--- src/rtl/fifo_uart_tx.sv ---
// -----------------------------------------------------------------------------
// fifo_uart_tx
//   Drains a FIFO one word at a time and serialises each word onto a UART-style
//   line: 1 start bit (0), DWIDTH data bits LSB first, optional even parity
//   bit, 1 stop bit (1). Frames run back-to-back while the FIFO holds data and
//   the line idles high otherwise. Every bit lasts CLKS_PER_BIT clk cycles.
//
//   Optional feature macro: FIFO_UART_TX_PARITY_EN
//     defined   -> PARITY state after DATA, sends XOR of the data bits.
//     undefined -> DATA goes straight to STOP, no parity logic.
//
// Parameters
//   DWIDTH        data word width (must match the FIFO)
//   CLKS_PER_BIT  clk cycles per serial bit, 2..255
//
// Ports
//   clk           clock, rising edge
//   rst_n         asynchronous active-low reset
//   empty_i       FIFO empty flag
//   data_i        FIFO read data, valid only when read_o=1 and empty_i=0
//   read_o        FIFO pop request (combinational)
//   tx_o          serial line (registered, idle high)
//   busy_o        high while a frame is in progress
//   frame_done_o  one-cycle pulse in the last cycle of each stop bit
// -----------------------------------------------------------------------------
module fifo_uart_tx #(
    parameter int DWIDTH       = 8,
    parameter int CLKS_PER_BIT = 4
) (
    input  logic              clk,
    input  logic              rst_n,
    input  logic              empty_i,
    input  logic [DWIDTH-1:0] data_i,
    output logic              read_o,
    output logic              tx_o,
    output logic              busy_o,
    output logic              frame_done_o
);

    localparam int CW = (CLKS_PER_BIT > 1) ? $clog2(CLKS_PER_BIT) : 1;
    localparam int IW = (DWIDTH > 1) ? $clog2(DWIDTH) : 1;
    localparam logic [CW-1:0] LAST_CNT = CW'(CLKS_PER_BIT - 1);
    localparam logic [IW-1:0] LAST_IDX = IW'(DWIDTH - 1);

    typedef enum logic [2:0] {
        S_IDLE   = 3'd0,
        S_START  = 3'd1,
        S_DATA   = 3'd2,
`ifdef FIFO_UART_TX_PARITY_EN
        S_PARITY = 3'd3,
`endif
        S_STOP   = 3'd4
    } state_t;

    state_t            r_state;
    state_t            w_next;
    logic [CW-1:0]     r_cnt;
    logic [IW-1:0]     r_bit_idx;
    logic [DWIDTH-1:0] r_shift;
    logic              r_tx;
    logic              w_tx;
    logic              w_bit_end;
    logic              w_pop;
`ifdef FIFO_UART_TX_PARITY_EN
    logic              r_parity;
`endif

    assign w_bit_end = (r_cnt == LAST_CNT);

    // A pop happens from IDLE, or at the very end of a stop bit so the next
    // frame's start bit follows with no idle gap.
    assign w_pop = !empty_i && ((r_state == S_IDLE) ||
                                ((r_state == S_STOP) && w_bit_end));

    // State register
    always_ff @(posedge clk or negedge rst_n) begin
        if (!rst_n) begin
            r_state <= S_IDLE;
        end else begin
            r_state <= w_next;
        end
    end

    // Next-state logic
    always_comb begin
        w_next = r_state;
        case (r_state)
            S_IDLE:  if (!empty_i) w_next = S_START;
            S_START: if (w_bit_end) w_next = S_DATA;
            S_DATA: begin
                if (w_bit_end && (r_bit_idx == LAST_IDX)) begin
`ifdef FIFO_UART_TX_PARITY_EN
                    w_next = S_PARITY;
`else
                    w_next = S_STOP;
`endif
                end
            end
`ifdef FIFO_UART_TX_PARITY_EN
            S_PARITY: if (w_bit_end) w_next = S_STOP;
`endif
            S_STOP:  if (w_bit_end) w_next = empty_i ? S_IDLE : S_START;
            default: w_next = S_IDLE;
        endcase
    end

    // Output logic
    always_comb begin
        w_tx = 1'b1;
        case (r_state)
            S_START:  w_tx = 1'b0;
            S_DATA:   w_tx = r_shift[0];
`ifdef FIFO_UART_TX_PARITY_EN
            S_PARITY: w_tx = r_parity;
`endif
            default:  w_tx = 1'b1;
        endcase
        read_o       = w_pop;
        busy_o       = (r_state != S_IDLE);
        frame_done_o = (r_state == S_STOP) && w_bit_end;
    end

    // Line register: lags the state by one cycle, which keeps every bit on
    // the wire exactly CLKS_PER_BIT cycles long while returning high at once
    // on reset.
    always_ff @(posedge clk or negedge rst_n) begin
        if (!rst_n) begin
            r_tx <= 1'b1;
        end else begin
            r_tx <= w_tx;
        end
    end

    assign tx_o = r_tx;

    // Baud counter, bit index and shift register
    always_ff @(posedge clk or negedge rst_n) begin
        if (!rst_n) begin
            r_cnt     <= '0;
            r_bit_idx <= '0;
            r_shift   <= '0;
`ifdef FIFO_UART_TX_PARITY_EN
            r_parity  <= 1'b0;
`endif
        end else if (w_pop) begin
            r_shift   <= data_i;
            r_cnt     <= '0;
            r_bit_idx <= '0;
`ifdef FIFO_UART_TX_PARITY_EN
            r_parity  <= ^data_i;
`endif
        end else if (r_state != S_IDLE) begin
            r_cnt <= w_bit_end ? '0 : (r_cnt + CW'(1));
            if ((r_state == S_DATA) && w_bit_end) begin
                r_shift   <= r_shift >> 1;
                r_bit_idx <= r_bit_idx + IW'(1);
            end
        end
    end

endmodule

--- config.mk ---
export PLATFORM = sky130hd
export DESIGN_NAME = fifo_uart_tx
export DESIGN_NICKNAME = d
export VERILOG_FILES = /design/src/rtl/fifo_uart_tx.sv
export SDC_FILE = /design/constraint.sdc
export NUM_CORES = 1
export LEC_CHECK = 0
export ABC_AREA = 1
export BUFFER_PORTS_ARGS = -buffer_cell sky130_fd_sc_hd__buf_4
export CAP_MARGIN = 20
export CORE_ASPECT_RATIO = 0.9
export CORE_MARGIN = 2
export CORE_UTILIZATION = 31
export CTS_CLUSTER_SIZE = 30
export DETAILED_ROUTE_END_ITERATION = 8
export PLACE_DENSITY_LB_ADDON = 0.08
export SYNTH_ARGS = -nofsm -noshare
export SYNTH_HDL_FRONTEND = slang
export SYNTH_SLANG_ARGS = --single-unit
--- constraint.sdc ---
create_clock -name clk -period 1.8 [get_ports clk]
set_clock_uncertainty 0.1 [all_clocks]
set_input_delay 0.18 -clock clk [delete_from_list [all_inputs] [get_ports clk]]
set_output_delay 0.18 -clock clk [all_outputs]
set_load 0.02 [all_outputs]
* Word level (Yosys, flattened, before mapping)
Cells that the tools add are included.
Word-level totals: bits in registers 17, bits in latches 0, bits in writable memories 0, memory bits (read-only) 0, input bits 11, output and inout bits 4, word-level logic and storage cells 44, memories 0
Cells by class: $add $sub $neg 2, multipliers 0, div/mod/pow operators 0, order comparisons 0, eq/ne operators 9, shift operators 0, muxes and demuxes 16, bitwise logic cells 0, reduce and logical (&&, ||, !) cells 12
Operators with widths (number):
- two-way mux 8 bit | 3
- two-way mux 3 bit | 7
- case mux 3 bit (4 select lines) | 1
- != test 2 bit, second input constant | 4
- == test 3 bit, second input constant | 2
- two-way mux 2 bit | 3
- logical AND 1 bit | 4
- AND reduction 4 bit | 1
- nonzero test 2 bit | 2
- adder 3 x 1 -> 3 bit, second input constant | 1
- == test 3 x 1 -> 1 bit, second input constant | 1
- == test 3 x 2 -> 1 bit, second input constant | 1
- zero test 3 bit | 1
- nonzero test 3 bit | 1
- adder 2 x 1 -> 2 bit, second input constant | 1
- == test 2 bit, second input constant | 1
- case mux 1 bit (2 select lines) | 1
- AND reduction 2 bit | 1
- zero test 1 bit | 1
- logical OR 1 bit | 1
- two-way mux 1 bit | 1

* Longest topological paths before layout
Gate-level depths: netlist of the first run.
depth after elaboration 6, depth in mapped cells 8, mapped depth without buffers 7

* Least setup slack after synthesis of the first run
OpenSTA, ideal clock, no wires.
path type register -> register, start point register r_cnt[0], end point register r_bit_idx[0], library setup time 119 ps, data arrival time 1231 ps, data required time 1581 ps, path slack 351 ps, stages on the path, launching flop included 8, path buffers 1, period minus slack after synthesis 1449 ps, path through dfrtp_1 ha_1 o21ai_2 inv_2 nand2_2 nand2_2 buf_6 o21a_1
Between the ends: word-level cells in the longest chain between the ends 6, elaborated cells on any way between the ends 9, those cells by class 1 x eq/ne; 1 x mux; 7 x reduce/logical
Ends and longest elaborated chain:
- start: declaration | RTL line 57 | logic [CW-1:0] r_cnt;
- start signal: assignment | RTL line 153 | r_cnt <= w_bit_end ? '0 : (r_cnt + CW'(1));
- == test 2 bit (*) | RTL line 68 | assign w_bit_end = (r_cnt == LAST_CNT);
- logical AND 1 bit | RTL line 73 | ((r_state == S_STOP) && w_bit_end));
- logical OR 1 bit | RTL line 72 | assign w_pop = !empty_i && ((r_state == S_IDLE) ||
- logical AND 1 bit | RTL line 72
- nonzero test 2 bit (no source line)
- AND reduction 2 bit (no source line)
- end signal: assignment | RTL line 156 | r_bit_idx <= r_bit_idx + IW'(1);
- end: declaration | RTL line 58 | logic [IW-1:0] r_bit_idx;
Every way passes the cells marked *; elsewhere a longest branch is shown, timed or not. A chain may end at the register's enable or synchronous reset.

* Worst setup path in the final report of the first run
start point register r_cnt[0], end point output read_o
Between the ends: word-level cells in the longest chain between the ends 4
Ends and longest elaborated chain:
- == test 2 bit | RTL line 68
- logical AND 1 bit | RTL line 73
- logical OR 1 bit | RTL line 72
- logical AND 1 bit | RTL line 72
- end: declaration | RTL line 34 | output logic read_o,
Every way passes these cells.

==> impl_results.md, run 1 <==
* CP Buf/Inv Count at 1
* Residual DRC at 0
* Max Freq at 603 MHz
* Starting Density at 33.1%
* CTS HTree Levels at 1
* Area occupied by multi-input gates at 397 um2
* Crit-path max cell delay at 0.38 ns
* Final #Nets at 156
* Clock sinks at 17
* DR vias at 772
* Filler cells at 299
* CTS clk-pin slew, worst paths at 0.10 ns
* Commonest non-fill, non-tap cells in the layout: nand2_1, nor2_1, inv_1
* Commonest non-fill, non-tap cell in the layout: nand2_1
* Seq cells post-synth at 17
* Net Count, Synth at 133
* Clock latency on the worst-skew pair at 0.29 ns
* Crit path max fanout at 6
* IO Pins at 15
* Slew @ Worst Pin at 0.220 ns
* Reported max-cap violation count at 0
* Status: finished clean
* Clock root cell: clkbuf_4
* Max_slew headroom at 85.3%
* Crit path kind: flip-flop to output port
* CP endpoint kind: output port
* CP max-delay cell: dfrtp_1
* Min cycle time layout at 1.66 ns
* Die X at 61.3 um
* Area of the core at 2770 um2
* # rows at 18
* CP Data Required Time at 1.52 ns
* Drt total wl at 1.81 mm
* Max Slew Vio Count at 0
* Sequential element share of the synthesized area at 46.5%
* Number of global-route vias before repair at 716
* Antenna cell count at 0
* Pre-antenna DRT Iters at 4
* Gr usage total at 12.4%
* Crit start category: flip-flop
* GP Congestion at 0.756
* Top cell family by delay on the critical path: flip-flops
* Share of cells above drive strength 1 at 25.5%
* Class of the worst hold path: input pin to flip-flop
* Final ANT Viol Nets at 0
* Synth Area per Inst at 7.71 um2
* Largest net degree at the start of global routing at 18
* Detailed Place HPWL at 1.38 mm
* First-pass GRT wire length at 3.23 mm
* Chip height at 55.6 um
* Cell Area, Synth at 917 um2
* Initial antenna violation count at 0
* Iter 0 DRT Violations at 31
* Power per cell area at 1520 nW/um2
* Setup violators final at 0
* Tcrit/Tclk final at 92.1%
* Unique masters post-synth at 19
* Finished Core Util at 41.3%
* Clk buf depth at 2
* Fin. Hold Viols at 0
* Syn Inst Count at 119
* RSZ-0062 raised after global routing: false
* Worst path arrival time at 1.38 ns
* CTS tree: yes
* LEAKAGE at 0.633 nW
* Die ar. at 3410 um2
* Layout area overhead at 24.7%
* Port Buffers at 14
* CP cell instances: ha_2 -> o21ai_4 -> nor2_4 -> buf_4
* Post-DR wirelength/cell at 10.0 um
* Storage element area at 427 um2
* Max IR drop VDD at 0.514 mV
* Via/cell ratio at 4.27
* Setup tns final at 0 ns
* Yosys warns at 0
* CTS Buf Count at 3
* GRT overflow at 0
==> what timing repair did <==
action	CTS	global route
resized for setup	1	2
setup buffers	0	3
endpoints found under the setup margin	1	1
pin swaps	0	1
hold buffers	1	0
hold endpoints to repair	17	0
==> where the power goes <==
group	switching [mW]	total (mW)	internal, mW	leakage, nW
logic	0.503	0.854	0.351	0.417
clock network	0.124	0.206	0.0825	0.0177
registers	0.103	0.673	0.570	0.198
==> per-stage QoR <==
| step | total power, mW | cell area [um2] | worst slack, ns | std cells | hold WS [ns] |
|---|---|---|---|---|---|
| after global placement | 1.47 | 1070 | 0.263 | 173 | -0.0333 |
| after CTS | 1.71 | 1110 | 0.0392 | 178 | 0.0131 |
| after global routing | 1.92 | 1140 | 0.0437 | 181 | 0.0138 |
| after floorplan | 1.27 | 917 | 0.351 | 119 | -0.216 |
| final | 1.73 | 1140 | 0.143 | 181 | 0.0240 |
| after detailed placement | 1.49 | 1070 | 0.204 | 173 | -0.0372 |
==> flip-flops by register name (all words and copies together) (netlist names) <==
signal,cells
tx_o,1
r_bit_idx,3
r_state,3
r_shift,8
r_cnt,2
==> per-layer routing <==
layer | share of wire [%] | global-route usage [%] | vias to the layer above
met5 | 0 | 0 | -
met4 | 0.55 | 2.13 | 0
met3 | 4.0 | 4.19 | 2
met2 | 49 | 18.4 | 13
met1 | 47 | 17.9 | 345
li1 | - | - | 412
==> Yosys cell counts <==
| cell type | number | area, um2 |
|---|---|---|
| a21oi_1 | 1 | 5.00 |
| nor2_8 | 1 | 20.0 |
| o21a_1 | 1 | 7.51 |
| nor2_1 | 20 | 75.1 |
| buf_6 | 1 | 11.3 |
| ha_1 | 3 | 37.5 |
| o21ai_0 | 7 | 35.0 |
| nand4_1 | 2 | 12.5 |
| nand3_1 | 11 | 55.1 |
| dfrtp_1 | 16 | 400 |
| inv_2 | 4 | 15.0 |
| nor2_2 | 2 | 12.5 |
| nand2_1 | 21 | 78.8 |
| nand2_2 | 3 | 18.8 |
| o21ai_2 | 1 | 8.76 |
| buf_4 | 1 | 7.51 |
| inv_1 | 20 | 75.1 |
| dfstp_2 | 1 | 26.3 |
| o21ai_1 | 3 | 15.0 |
==> worst register-to-register path: stages, from the launching register on <==
cell and delay, ns:
dfrtp_1 0.41, ha_2 0.23, o21ai_4 0.20, inv_2 0.05, nand2_2 0.11, nand2_2 0.16
o21a_1 0.21
==> worst paths after layout <==
kind	start	endpoint	slack (ns)	cells past startpoint
setup / recovery	r_cnt[0]	read_o	0.14	4
hold / removal	data_i[7]	r_shift[7]	0.02	3
setup reg to reg	r_cnt[0]	r_bit_idx[0]	0.23	6
hold reg to reg	r_shift[0]	tx_o	0.41	2
max in group asynchronous	rst_n	tx_o	1.17	2
min in group asynchronous	rst_n	r_state[2]	0.18	2
==> kinds of logic after synthesis <==
logic type | count (synthesis) | synth area share, %
compound gates | 13 | 7.78
simple gates | 60 | 29.7
fa+ha+maj | 3 | 4.09
flops | 17 | 46.5
buf+inv | 26 | 11.9
==> cell type report <==
class / count / share of cell area [%]
well taps: 40 / 4.38
inverters: 24 / 7.88
flip-flops and latches: 17 / 37.3
multi-input cells: 76 / 34.7
repair buffers: 20 / 13.3
clock buffers: 3 / 1.97
clock inverters: 1 / 0.438
Note: power is estimated with default switching activity, not from simulation.
==> run 2: changes to the inputs <==
--- a/config.mk
+++ b/config.mk
@@ -9,9 +9,7 @@
 export BUFFER_PORTS_ARGS = -buffer_cell sky130_fd_sc_hd__buf_4
 export CAP_MARGIN = 20
 export CORE_ASPECT_RATIO = 0.9
-export CORE_MARGIN = 2
 export CORE_UTILIZATION = 31
-export CTS_CLUSTER_SIZE = 30
 export DETAILED_ROUTE_END_ITERATION = 8
 export PLACE_DENSITY_LB_ADDON = 0.08
 export SYNTH_ARGS = -nofsm -noshare
==> constraint.sdc (replaced) <==
create_clock -name clk -period 2.1 [get_ports clk]
set_clock_uncertainty 0.1 [all_clocks]
set_input_delay 0.21 -clock clk [delete_from_list [all_inputs] [get_ports clk]]
set_output_delay 0.21 -clock clk [all_outputs]
set_load 0.02 [all_outputs]
==> impl_results.md, run 2 (same netlist as run 1, synthesis figures left out) <==
* Status: finished clean (unchanged)
* Regs by FF count: r_shift: 8 flops, r_bit_idx: 3 flops, r_state: 3 flops (unchanged)
* Post-CTS sizing at 0 (was 1)
* CP cell instances: nor2_2 -> o21ai_2 -> nor2_2 -> buf_4 (was ha_2 -> o21ai_4 -> nor2_4 -> buf_4)
* Residual DRC at 0 (unchanged)
* Clock sinks at 17 (unchanged)
* Drt total wl at 1.75 mm (was 1.81 mm)
* Crit start category: flip-flop (unchanged)
* Filler cells at 300 (was 299)
* Power per cell area at 1280 nW/um2 (was 1520 nW/um2)
* Crit path max fanout at 9 (was 6)
* Layout area overhead at 19.0% (was 24.7%)
* Finished Layout Cells at 176 (was 181)
* FF-to-FF path depth at 6 (unchanged)
* Worst R2R End: r_bit_idx[0] (unchanged)
* IO Pins at 15 (unchanged)
* CTS HTree Levels at 1 (unchanged)
* Finished Core Util at 39.4% (was 41.3%)
* Die ar. at 3180 um2 (was 3410 um2)
* Number of global-route vias before repair at 736 (was 716)
* Reg-to-Reg Start: r_cnt[0] (unchanged)
* Post-cts hold buffer count at 1 (unchanged)
* Gr usage total at 13.8% (was 12.4%)
* CP max-delay cell: dfrtp_1 (unchanged)
* Worst path arrival time at 1.59 ns (was 1.38 ns)
* GP Congestion at 0.746 (was 0.756)
* FF-to-FF setup slack at 0.39 ns (was 0.23 ns)
* Post-DR wirelength/cell at 9.95 um (was 10.0 um)
* M3 GR Usage at 3.61% (was 4.19%)
* Max IR drop VDD at 0.392 mV (was 0.514 mV)
* Cells after DPL at 171 (was 173)
* First-pass GRT wire length at 3.17 mm (was 3.23 mm)
* Largest reg by FF count: r_shift (unchanged)
* Clock root cell: clkbuf_4 (unchanged)
* Tcrit/Tclk final at 90.3%
* GRT overflow at 0 (unchanged)
* Min cycle time layout at 1.90 ns
* Max Freq at 527 MHz
* Area occupied by multi-input gates at 382 um2 (was 397 um2)
* Detailed Place HPWL at 1.28 mm (was 1.38 mm)
* Largest net degree at the start of global routing at 18 (unchanged)
* Hold depth at 3 (unchanged)
* Final ANT Viol Nets at 0 (unchanged)
* Slew @ Worst Pin at 0.393 ns (was 0.220 ns)
* Worst hold path endpoint: r_shift[7] (unchanged)
* GRT met2 Usage at 22.8% (was 18.4%)
* LEAKAGE at 0.608 nW (was 0.633 nW)
* Share of cells above drive strength 1 at 22.1% (was 25.5%)
* Area of the core at 2770 um2 (unchanged)
* Reported max-cap violation count at 0 (unchanged)
* # rows at 18 (unchanged)
* Met1 Resource Use GR at 16.3% (was 17.9%)
* Via/cell ratio at 4.17 (was 4.27)
* CTS tree: yes (unchanged)
* Commonest non-fill, non-tap cells in the layout: nand2_1, nor2_1, inv_1 (unchanged)
* Commonest non-fill, non-tap cell in the layout: nand2_1 (unchanged)
* Setup tns final at 0 ns (unchanged)
* RSZ-0062 raised after global routing: false (unchanged)
* Chip height at 53.6 um (was 55.6 um)
* Max_slew headroom at 73.8% (was 85.3%)
* Die X at 59.3 um (was 61.3 um)
* Setup violators final at 0 (unchanged)
* Max reg flops at 8 (unchanged)
* Fin. Hold Viols at 0 (unchanged)
* Post CTS Setup Buffer Count at 0 (unchanged)
* Hold_sp: data_i[7] (unchanged)
* CP endpoint kind: output port (unchanged)
* Most used cell, CP: nor2_2
* Clk buf depth at 2 (unchanged)
* Crit-path max cell delay at 0.42 ns (was 0.38 ns)
* CTS Buf Count at 3 (unchanged)
* Class of the worst hold path: input pin to flip-flop (unchanged)
* Antenna cell count at 0 (unchanged)
* CTS clk-pin slew, worst paths at 0.10 ns (about the same)
* Starting Density at 33.1% (unchanged)
* Port Buffers at 14 (unchanged)
* Iter 0 DRT Violations at 30 (was 31)
* Total Power at 1.40 mW (was 1.73 mW)
* Max Slew Vio Count at 0 (unchanged)
* GRT busiest layer: met2 (unchanged)
* Pre-antenna DRT Iters at 4 (unchanged)
* CP Data Required Time at 1.79 ns (was 1.52 ns)
* DR vias at 734 (was 772)
* Clock latency on the worst-skew pair at 0.29 ns (about the same)
* Crit path kind: flip-flop to output port (unchanged)
* Final #Nets at 151 (was 156)
* Storage element area at 427 um2 (unchanged)
* Initial antenna violation count at 0 (unchanged)
## run 2: per-layer routing
| metal | routed length (um) | vias to the layer above |
|---|---|---|
| met3 | 57 | 2 |
| met2 | 842 | 9 |
| met4 | 16 | 0 |
| met1 | 835 | 323 |
| li1 | - | 400 |
| met5 | 0 | - |
## run 2: final cells by class
type,count,share of cell area (%)
Clock buffer,3,2.06
Clock inverter,1,0.459
Inverter,24,8.26
Multi-Input combinational cell,76,35.0
Sequential cell,17,39.1
Tap cell,40,4.59
Timing Repair Buffer,15,10.6
## run 2: power breakdown
part,internal (mW),switching (mW),leakage [nW]
combinational,0.240,0.406,0.392
sequential,0.488,0.0870,0.198
clock,0.0708,0.108,0.0177
total,0.799,0.601,0.608
## run 2: critical path: cells and delay by family (launching register included)
kind,cells,cell delay (ns)
flops,1,0.42
simple gates,2,0.55
buf+inv,1,0.22
compound gates,1,0.11
## run 2: how the worst max path moves through the flow
stage	from	depth (start not counted)	to	slack, ns
detailed placement	r_cnt[0]	6	r_bit_idx[0]	0.39
finish	r_state[0]	4	read_o	0.20
global placement	r_cnt[0]	6	r_bit_idx[0]	0.46
CTS	r_state[1]	4	read_o	0.15
floorplan	r_cnt[0]	7	r_bit_idx[0]	0.65
global route	r_state[1]	4	read_o	0.03
## run 2: stage by stage
step | hold WS, ns | area [um2] | worst slack [ns]
after global placement | -0.00325 | 1050 | 0.455
after detailed placement | -0.00679 | 1050 | 0.393
after global routing | 0.0359 | 1090 | 0.0300
final | 0.0338 | 1090 | 0.203
after floorplan | -0.186 | 917 | 0.651
after CTS | 0.0279 | 1090 | 0.150
==> run 3: changes to the inputs <==
==> constraint.sdc (replaced) <==
create_clock -name clk -period 2.03 [get_ports clk]
set_clock_uncertainty 0.1 [all_clocks]
set_input_delay 0.203 -clock clk [delete_from_list [all_inputs] [get_ports clk]]
set_output_delay 0.203 -clock clk [all_outputs]
set_load 0.02 [all_outputs]
==> impl_results.md, run 3 (same netlist as run 1, synthesis figures left out) <==
* Status: finished clean (unchanged)
* Setup violators final at 0 (unchanged)
* IO Pins at 15 (unchanged)
* Total Power at 1.46 mW (was 1.40 mW)
* Power per cell area at 1330 nW/um2 (was 1280 nW/um2)
* Die ar. at 3180 um2 (unchanged)
* Final #Nets at 151 (unchanged)
* CTS Buf Count at 3 (unchanged)
* Max reg flops at 8 (unchanged)
* Iter 0 DRT Violations at 29 (was 30)
* Combinational Power Share at 46.4% (was 46.1%)
* Commonest non-fill, non-tap cells in the layout: nand2_1, nor2_1, inv_1 (unchanged)
* CTS clk-pin slew, worst paths at 0.11 ns (was 0.10 ns)
* Gr usage total at 13.3% (was 13.8%)
* CP Data Required Time at 1.73 ns (was 1.79 ns)
* Crit-path max cell delay at 0.43 ns (was 0.42 ns)
* Crit path max fanout at 9 (unchanged)
* Class of the worst hold path: input pin to flip-flop (unchanged)
* Hold slack at 0.0254 ns (was 0.0338 ns)
* Max_slew headroom at 83.7% (was 73.8%)
* Via/cell ratio at 4.19 (was 4.17)
* Sw frac at 43.1% (was 42.9%)
* Antenna cell count at 0 (unchanged)
* Crit start category: flip-flop (unchanged)
* Clock root cell: clkbuf_4 (unchanged)
* Clock sinks at 17 (unchanged)
* CP max-delay cell: dfrtp_1 (unchanged)
* LEAKAGE at 0.609 nW (was 0.608 nW)
* CTS tree: yes (unchanged)
* RSZ-0062 raised after global routing: false (unchanged)
* GRT overflow at 0 (unchanged)
* Tcrit/Tclk final at 88.0%
* Chip height at 53.6 um (unchanged)
* Number of global-route vias before repair at 705 (was 736)
* Largest net degree at the start of global routing at 18 (unchanged)
* Max IR drop VDD at 0.507 mV (was 0.392 mV)
* Clk buf depth at 2 (unchanged)
* Clock power share at 12.7% (was 12.8%)
* Fin. Hold Viols at 0 (unchanged)
* Max Slew Vio Count at 0 (unchanged)
* Drt total wl at 1.72 mm (was 1.75 mm)
* CP Buf/Inv Count at 1 (unchanged)
* Sw power at 628 uW (was 601 uW)
* Die X at 59.3 um (unchanged)
* Pre-antenna DRT Iters at 4 (unchanged)
* Post-DR wirelength/cell at 9.80 um (was 9.95 um)
* Initial antenna violation count at 0 (unchanged)
* Commonest non-fill, non-tap cell in the layout: nand2_1 (unchanged)
* Hold depth at 3 (unchanged)
* Top cell family by delay on the critical path: simple AND/OR/NAND/NOR gates (unchanged)
* DP Worst Slack at 0.315 ns (was 0.393 ns)
* DR vias at 738 (was 734)
* Max Freq at 560 MHz
* Detailed Place HPWL at 1.27 mm (was 1.28 mm)
* Reported max-cap violation count at 0 (unchanged)
* Fin worst setup slack at 0.245 ns (was 0.203 ns)
* Share of cells above drive strength 1 at 22.1% (unchanged)
* Clock latency on the worst-skew pair at 0.29 ns (about the same)
* CP endpoint kind: output port (unchanged)
* Largest reg by FF count: r_shift (unchanged)
* Slew @ Worst Pin at 0.244 ns (was 0.393 ns)
* # rows at 18 (unchanged)
* Reg power frac at 40.9% (was 41.1%)
* FF-to-FF path depth at 6 (unchanged)
* Crit path kind: flip-flop to output port (unchanged)
* Setup tns final at 0 ns (unchanged)
* Starting Density at 33.1% (unchanged)
* Min cycle time layout at 1.79 ns
* GP Congestion at 0.746 (about the same)
* CTS HTree Levels at 1 (unchanged)
* Stages on the worst setup path at 4 (unchanged)
* Regs by FF count: r_shift: 8 flops, r_bit_idx: 3 flops, r_state: 3 flops (unchanged)
* Worst path arrival time at 1.48 ns (was 1.59 ns)
* Power Internal at 828 uW (was 799 uW)
* CP cell instances: nor2_2 -> o21ai_2 -> nor2_4 -> buf_4 (was nor2_2 -> o21ai_2 -> nor2_2 -> buf_4)
* Residual DRC at 0 (unchanged)
* Area of the core at 2770 um2 (unchanged)
* First-pass GRT wire length at 3.10 mm (was 3.17 mm)
* Port Buffers at 14 (unchanged)
* Layout area overhead at 19.5% (was 19.0%)
* Final ANT Viol Nets at 0 (unchanged)
## run 3: cell counts in the layout (fill, tap and decap cells not counted)
Identical to the previous run, type by type.
## run 3: worst paths after layout
check	from	slack [ns]	end
max in group asynchronous	rst_n	1.38	tx_o
min in group asynchronous	rst_n	0.20	r_state[1]
max reg2reg	r_cnt[0]	0.28	r_bit_idx[0]
max	r_state[1]	0.24	read_o
min	data_i[7]	0.03	r_shift[7]
min reg2reg	r_bit_idx[1]	0.42	r_bit_idx[1]
## run 3: area by class of cell
type	instances	area, um2
inverters	24	90.1
repair buffers	15	115
clock inverters	1	5.00
fillers	301	1670
flip-flops and latches	17	427
clock buffers	3	22.5
multi-input cells	76	387
well taps	40	50.0
## run 3: per-layer routing
layer	up-vias	global-route usage [%]	wire (um)
met5	-	0	0
met4	0	7.14	13
met3	2	2.16	46
met2	11	21.0	820
met1	326	17.5	843
li1	399	-	-
## run 3: through the flow
stage / area (um2) / utilization (%) / instances
final: 1100 / 39.6 / 176
after global routing: 1100 / 39.6 / 176
after CTS: 1090 / 39.4 / 176
after detailed placement: 1050 / 38.0 / 171
after global placement: 1050 / 38.0 / 171
after floorplan: 917 / - / 119
## run 3: what timing repair did
item,in CTS,in global routing
setup buffers,0,0
endpoints found under the setup margin,0,1
endpoints found under the hold margin,17,0
hold buffers,1,0
resized for setup,0,1
## run 3: power groups by stage
stage	combinational, mW	clock [mW]	sequential [mW]
floorplan	0.526	0	0.596
global placement	0.670	0	0.602
detailed placement	0.676	0	0.604
CTS	0.680	0.201	0.596
global route	0.783	0.212	0.620
finish	0.676	0.186	0.595
## run 3: tightest hold or removal path: cells and delay by family
kind	cells	cell delay, ns
buf+inv	1	0.08
simple gates	1	0.04
compound gates	1	0.06
